`config.mk`:
```
export PLATFORM = sky130hd
export DESIGN_NAME = alu_sel_sequencer
export DESIGN_NICKNAME = d
export VERILOG_FILES = /design/src/rtl/alu_sel_pkg.sv /design/src/rtl/alu_sel_fifo.sv /design/src/rtl/alu_sel_sequencer.sv
export SDC_FILE = /design/constraint.sdc
export NUM_CORES = 1
export LEC_CHECK = 0
export CORE_AREA = 2 2 66 68
export CTS_CLUSTER_DIAMETER = 100
export CTS_CLUSTER_SIZE = 20
export DETAILED_ROUTE_END_ITERATION = 12
export DIE_AREA = 0 0 68 70
export HOLD_SLACK_MARGIN = 0.1
export PLACE_DENSITY = 0.8
export SYNTH_ARGS = -nofsm -noshare
export SYNTH_HDL_FRONTEND = slang
export SYNTH_HIERARCHICAL = 1
export SYNTH_SLANG_ARGS = --single-unit
```
`constraint.sdc`:
```
create_clock -name clk -period 2.3 [get_ports clk]
set_input_delay 0.46 -clock clk [delete_from_list [all_inputs] [get_ports clk]]
set_output_delay 0.46 -clock clk [all_outputs]
set_load 0.05 [all_outputs]
```
`src/rtl/alu_sel_pkg.sv`:
```
// ============================================================================
// alu_sel_pkg : shared types, defaults and opcode constants for the ALU
//               select sequencer.  Rev 1.0
// ============================================================================
`default_nettype none

package alu_sel_pkg;

    localparam int ALU_OPW  = 4;
    localparam int ALU_NSEL = 2 ** ALU_OPW;

    typedef enum logic [1:0] {
        ST_IDLE = 2'd0,
        ST_EXEC = 2'd1,
        ST_HOLD = 2'd2
    } state_e;

    localparam logic [ALU_OPW-1:0] OP_ADD = 4'd0;
    localparam logic [ALU_OPW-1:0] OP_SUB = 4'd1;
    localparam logic [ALU_OPW-1:0] OP_AND = 4'd2;
    localparam logic [ALU_OPW-1:0] OP_OR  = 4'd3;
    localparam logic [ALU_OPW-1:0] OP_SHL = 4'd8;
    localparam logic [ALU_OPW-1:0] OP_MUL = 4'd12;

    function automatic logic [ALU_NSEL-1:0] onehot(input logic [ALU_OPW-1:0] op);
        return ALU_NSEL'(1) << op;
    endfunction

endpackage

`default_nettype wire

```
`src/rtl/alu_sel_fifo.sv`:
```
// ============================================================================
// alu_sel_fifo : synchronous FIFO with combinational head read and
//                wrap-bit pointers.  Rev 1.0
// ============================================================================
`default_nettype none

module alu_sel_fifo #(
    parameter int WIDTH = 4,
    parameter int DEPTH = 4
) (
    input  logic             clk,
    input  logic             rst_n,
    input  logic             push,
    input  logic             pop,
    input  logic [WIDTH-1:0] din,
    output logic [WIDTH-1:0] dout,
    output logic             full,
    output logic             empty
);

    localparam int AW = $clog2(DEPTH);

    logic [WIDTH-1:0] mem_q [DEPTH];
    logic [AW:0]      wptr_q;
    logic [AW:0]      rptr_q;
    logic             do_push;
    logic             do_pop;

    assign empty   = (wptr_q == rptr_q);
    assign full    = (wptr_q[AW] != rptr_q[AW]) && (wptr_q[AW-1:0] == rptr_q[AW-1:0]);
    assign do_push = push && !full;
    assign do_pop  = pop && !empty;
    assign dout    = mem_q[rptr_q[AW-1:0]];

    // Storage needs no reset: the pointers alone define what is valid.
    always_ff @(posedge clk) begin
        if (do_push) begin
            mem_q[wptr_q[AW-1:0]] <= din;
        end
    end

    always_ff @(posedge clk or negedge rst_n) begin
        if (!rst_n) begin
            wptr_q <= '0;
            rptr_q <= '0;
        end else begin
            if (do_push) begin
                wptr_q <= wptr_q + 1'b1;
            end
            if (do_pop) begin
                rptr_q <= rptr_q + 1'b1;
            end
        end
    end

endmodule

`default_nettype wire

```
`src/rtl/alu_sel_sequencer.sv`:
```
// ============================================================================
// alu_sel_sequencer : buffers ALU opcodes and presents a registered one-hot
//                     select, held until acknowledged.  Rev 1.0
// Optional: ALU_SEL_BYPASS_EN lets a push into an empty, ready block skip the FIFO.
// ============================================================================
`default_nettype none

module alu_sel_sequencer
    import alu_sel_pkg::*;
#(
    parameter int              OPW       = ALU_OPW,
    parameter int              NSEL      = 2 ** OPW,
    parameter int              DEPTH     = 4,
    parameter logic [NSEL-1:0] MC_MASK   = '0,
    parameter int              MC_CYCLES = 4
) (
    input  logic            clk,
    input  logic            rst_n,
    input  logic            in_valid,
    output logic            in_ready,
    input  logic [OPW-1:0]  in_op,
    output logic [NSEL-1:0] out_sel,
    output logic            out_valid,
    input  logic            out_ready,
    output logic            busy
);

    localparam int CW = $clog2(MC_CYCLES + 1);

    logic            fifo_empty;
    logic            fifo_full;
    logic [OPW-1:0]  fifo_dout;
    logic            take;
    logic            bypass;
    logic            pop;
    logic            push;
    logic            load;
    logic [OPW-1:0]  load_op;

    state_e          state_q;
    logic [NSEL-1:0] sel_q;
    logic            valid_q;
    logic [CW-1:0]   cnt_q;

    // The FSM can take a new op when idle, or when the held result is being accepted.
    assign take = (state_q == ST_IDLE) || ((state_q == ST_HOLD) && out_ready);

`ifdef ALU_SEL_BYPASS_EN
    assign bypass = take && fifo_empty && in_valid;
`else
    assign bypass = 1'b0;
`endif

    assign pop      = take && !fifo_empty;
    assign load     = pop || bypass;
    assign load_op  = bypass ? in_op : fifo_dout;
    assign in_ready = !fifo_full;
    assign push     = in_valid && in_ready && !bypass;
    assign busy     = !fifo_empty || (state_q != ST_IDLE);

    assign out_sel   = sel_q;
    assign out_valid = valid_q;

    alu_sel_fifo #(
        .WIDTH (OPW),
        .DEPTH (DEPTH)
    ) u_fifo (
        .clk   (clk),
        .rst_n (rst_n),
        .push  (push),
        .pop   (pop),
        .din   (in_op),
        .dout  (fifo_dout),
        .full  (fifo_full),
        .empty (fifo_empty)
    );

    always_ff @(posedge clk or negedge rst_n) begin
        if (!rst_n) begin
            state_q <= ST_IDLE;
            sel_q   <= '0;
            valid_q <= 1'b0;
            cnt_q   <= '0;
        end else begin
            case (state_q)
                ST_EXEC: begin
                    if (cnt_q == '0) begin
                        state_q <= ST_HOLD;
                        valid_q <= 1'b1;
                    end else begin
                        cnt_q <= cnt_q - 1'b1;
                    end
                end
                default: begin
                    if (load) begin
                        sel_q <= NSEL'(1) << load_op;
                        cnt_q <= CW'(MC_CYCLES - 1);
                        if (MC_MASK[load_op]) begin
                            state_q <= ST_EXEC;
                            valid_q <= 1'b0;
                        end else begin
                            state_q <= ST_HOLD;
                            valid_q <= 1'b1;
                        end
                    end else if ((state_q == ST_HOLD) && out_ready) begin
                        state_q <= ST_IDLE;
                        valid_q <= 1'b0;
                        sel_q   <= '0;
                    end
                end
            endcase
        end
    end

endmodule

`default_nettype wire

```
==> out/qor.csv <==
metric;value;unit
share of layout cells above drive strength 1;0.221;
Critical Path RT;1840;ps
Congestion Overflow GR;0;
Final Max Tran Viols;0;
Mapped Avg Cell Area;14.4;um2
TritonCTS Buffers;5;
EDFF count, synth;16;
status;completed;
GRT Total Usage;0.168;
post-DR wirelength/cell;16.0;um
WP data arrival;1770;ps
count leader, synth;dfrtp_1;
clk_lat worst skew;290;ps
DRC viols;0;
Vias;1179;
Yosys warning total;6;
DIE HEIGHT;70;um
# setup viols final;0;
dpl cells;207;
Root Driver;clkbuf_8;
vias in the first global route;1181;
Simple-Gate Fraction of Synth Area;0.111;
xor/xnor cell area share of the yosys netlist;0.0590;
Routed WL;3.43;mm
H-tree levels;2;
DPL Wire Length;2.61;mm
CTS tree;yes;
fmax;0.448;GHz
Core Area;4140;um2
RSZ-0062 raised after global routing;no;
Yosys reg bits;39;
Mapped Area;1840;um2
clk buf depth;2;
sequential area share after synthesis;0.573;
RD Place Congestion;0.845;
crit-path max cell delay;450;ps
top cell type's share of synthesized area;0.312;
Setup crit end kind;primary output;
post-synth top area cell;dfrtp_1;
Post-Syn Nets;141;
Commonest cells post-synth;dfrtp_1, edfxtp_1, a22o_1;
startpoint types;flop;
1st-iter DRT viols;96;
ant diodes;0;
Final ANT Viol Nets;0;
post_cts resized;0;
area delta synth->final;23.6;%
final std cells w/o fill;215;
Max FO, Critical Path;6;
Die W;68;um
CTS clk-pin slew, worst paths;80;ps
Rows;24;
Async S/R FF share, synth;0.590;
Slew headroom;0.665;
Initial Utilization;0.445;
die area;4760;um2
initial antenna violation count;0;
vias per cell;5.48;
Max Cap Viol;0;
Setup TNS;0;ps
Fin Clk Skew;7.20;ps
fraction of synthesized area in multiplexers;0.0488;
Unique masters post-synth;40;
IO Count;27;
fin crit share;0.971;
ranking of synthesized cells by area;dfrtp_1, edfxtp_1, mux4_2;
Adder-Cell Fraction of Synth Area;0.0339;
hold buffer count at cts;0;
worst min path class;reg2reg;
largest net degree at the start of global routing;24;
largest family of logic cells by synthesized area;compound AO/OA/AOI/OAI gates;
nets@finish;175;
complex-gate fraction of the synthesized area;0.144;
slowest CP cell;dfrtp_1;
commonest register cell after synthesis;dfrtp_1;
IO Port Bufs;26;
Tmin final;2230;ps
cell mode on critical path;buf_4;
first-pass GRT wire length;5.85;mm
drt first pass iters;4;
Setup Buffers After CTS;0;
CP cell instances;xor2_2 -> nor3_1 -> buf_4 -> nand2b_2 -> buf_4;
Post-Syn Instances;128;
worst-margin pin slew;501;ps
Final Hold Viols;0;
critical path class;reg2out;
total clock sinks;39;
## registers in the layout (all words and copies together) (netlist names)
name	count
u_fifo/mem_q	16
u_fifo/rptr_q	3
out_sel	16
out_valid	1
u_fifo/wptr_q	3
## cells by family after synthesis
group / Yosys count
DFF: 39
and+or+nand+nor: 32
AOI/OAI and AO/OA: 29
buffers and inverters: 10
xor gates and xnor gates: 9
adders and majority gates: 5
muxes: 4
## path summary, 6_finish.rpt
check | depth (start not counted) | end | slack, ps | from
worst max-delay path | 5 | busy | 70 | u_fifo/rptr_q[2]$_DFFE_PN0P_
worst min-delay path | 1 | out_sel[7]$_DFFE_PN0P_ | 490 | out_sel[7]$_DFFE_PN0P_
worst max register to register | 8 | u_fifo/wptr_q[1]$_DFFE_PN0P_ | 350 | u_fifo/rptr_q[2]$_DFFE_PN0P_
worst min register to register | 1 | out_sel[7]$_DFFE_PN0P_ | 490 | out_sel[7]$_DFFE_PN0P_
max in group asynchronous | 2 | u_fifo/rptr_q[0]$_DFFE_PN0P_ | 1540 | rst_n
min in group asynchronous | 2 | out_sel[8]$_DFFE_PN0P_ | 530 | rst_n
## critical path: cells and delay by family (launching register included)
family	cells	cell delay, ps
buffers and inverters	2	390
xor gates and xnor gates	1	420
and+or+nand+nor	2	230
DFF	1	450
## layout by cell type, fill, tap and decap left out, types with 2 or more instances in the layout
cell type,n
nand2b_1,2
o2bb2ai_1,5
nor2_1,4
and3_1,3
edfxtp_1,16
a22o_1,8
mux4_2,4
ha_1,5
nor3b_1,2
a32o_1,2
nor2b_1,3
xor2_1,2
nand2_1,4
xor2_2,2
a21oi_1,4
xnor2_2,2
o31ai_2,2
nand3b_1,2
nor3_1,2
xnor2_1,3
clkbuf_8,5
inv_1,5
o31ai_1,2
dfrtp_1,23
clkdlybuf4s50_1,24
buf_4,8
nand2b_2,2
nand3_1,2
## stage by stage
stage | area [um2] | hold slack, ps | util | setup WS [ps]
detailed placement | 2170 | 475 | 0.524 | 341
floorplan | 1840 | 164 | - | 204
finish | 2280 | 495 | 0.550 | 67.1
global placement | 2170 | 474 | 0.524 | 407
CTS | 2280 | 496 | 0.550 | 60.7
global route | 2280 | 513 | 0.550 | 2.85
## layout make-up
cell class,count,area (um2)
Clock buffer,5,68.8
Clock inverter,3,38.8
Fill cell,340,1860
Inverter,5,18.8
Multi-Input combinational cell,79,732
Sequential cell,39,1060
Tap cell,52,65.1
Timing Repair Buffer,32,300
## routing by layer
metal / global-route usage / share of wire
met5: 0 / 0
met4: 0.0600 / 0.016
met3: 0.0628 / 0.066
met2: 0.252 / 0.49
met1: 0.221 / 0.43
Power is not shown: default switching activity piles up to over one toggle a cycle in this logic, so the estimate is an artifact.
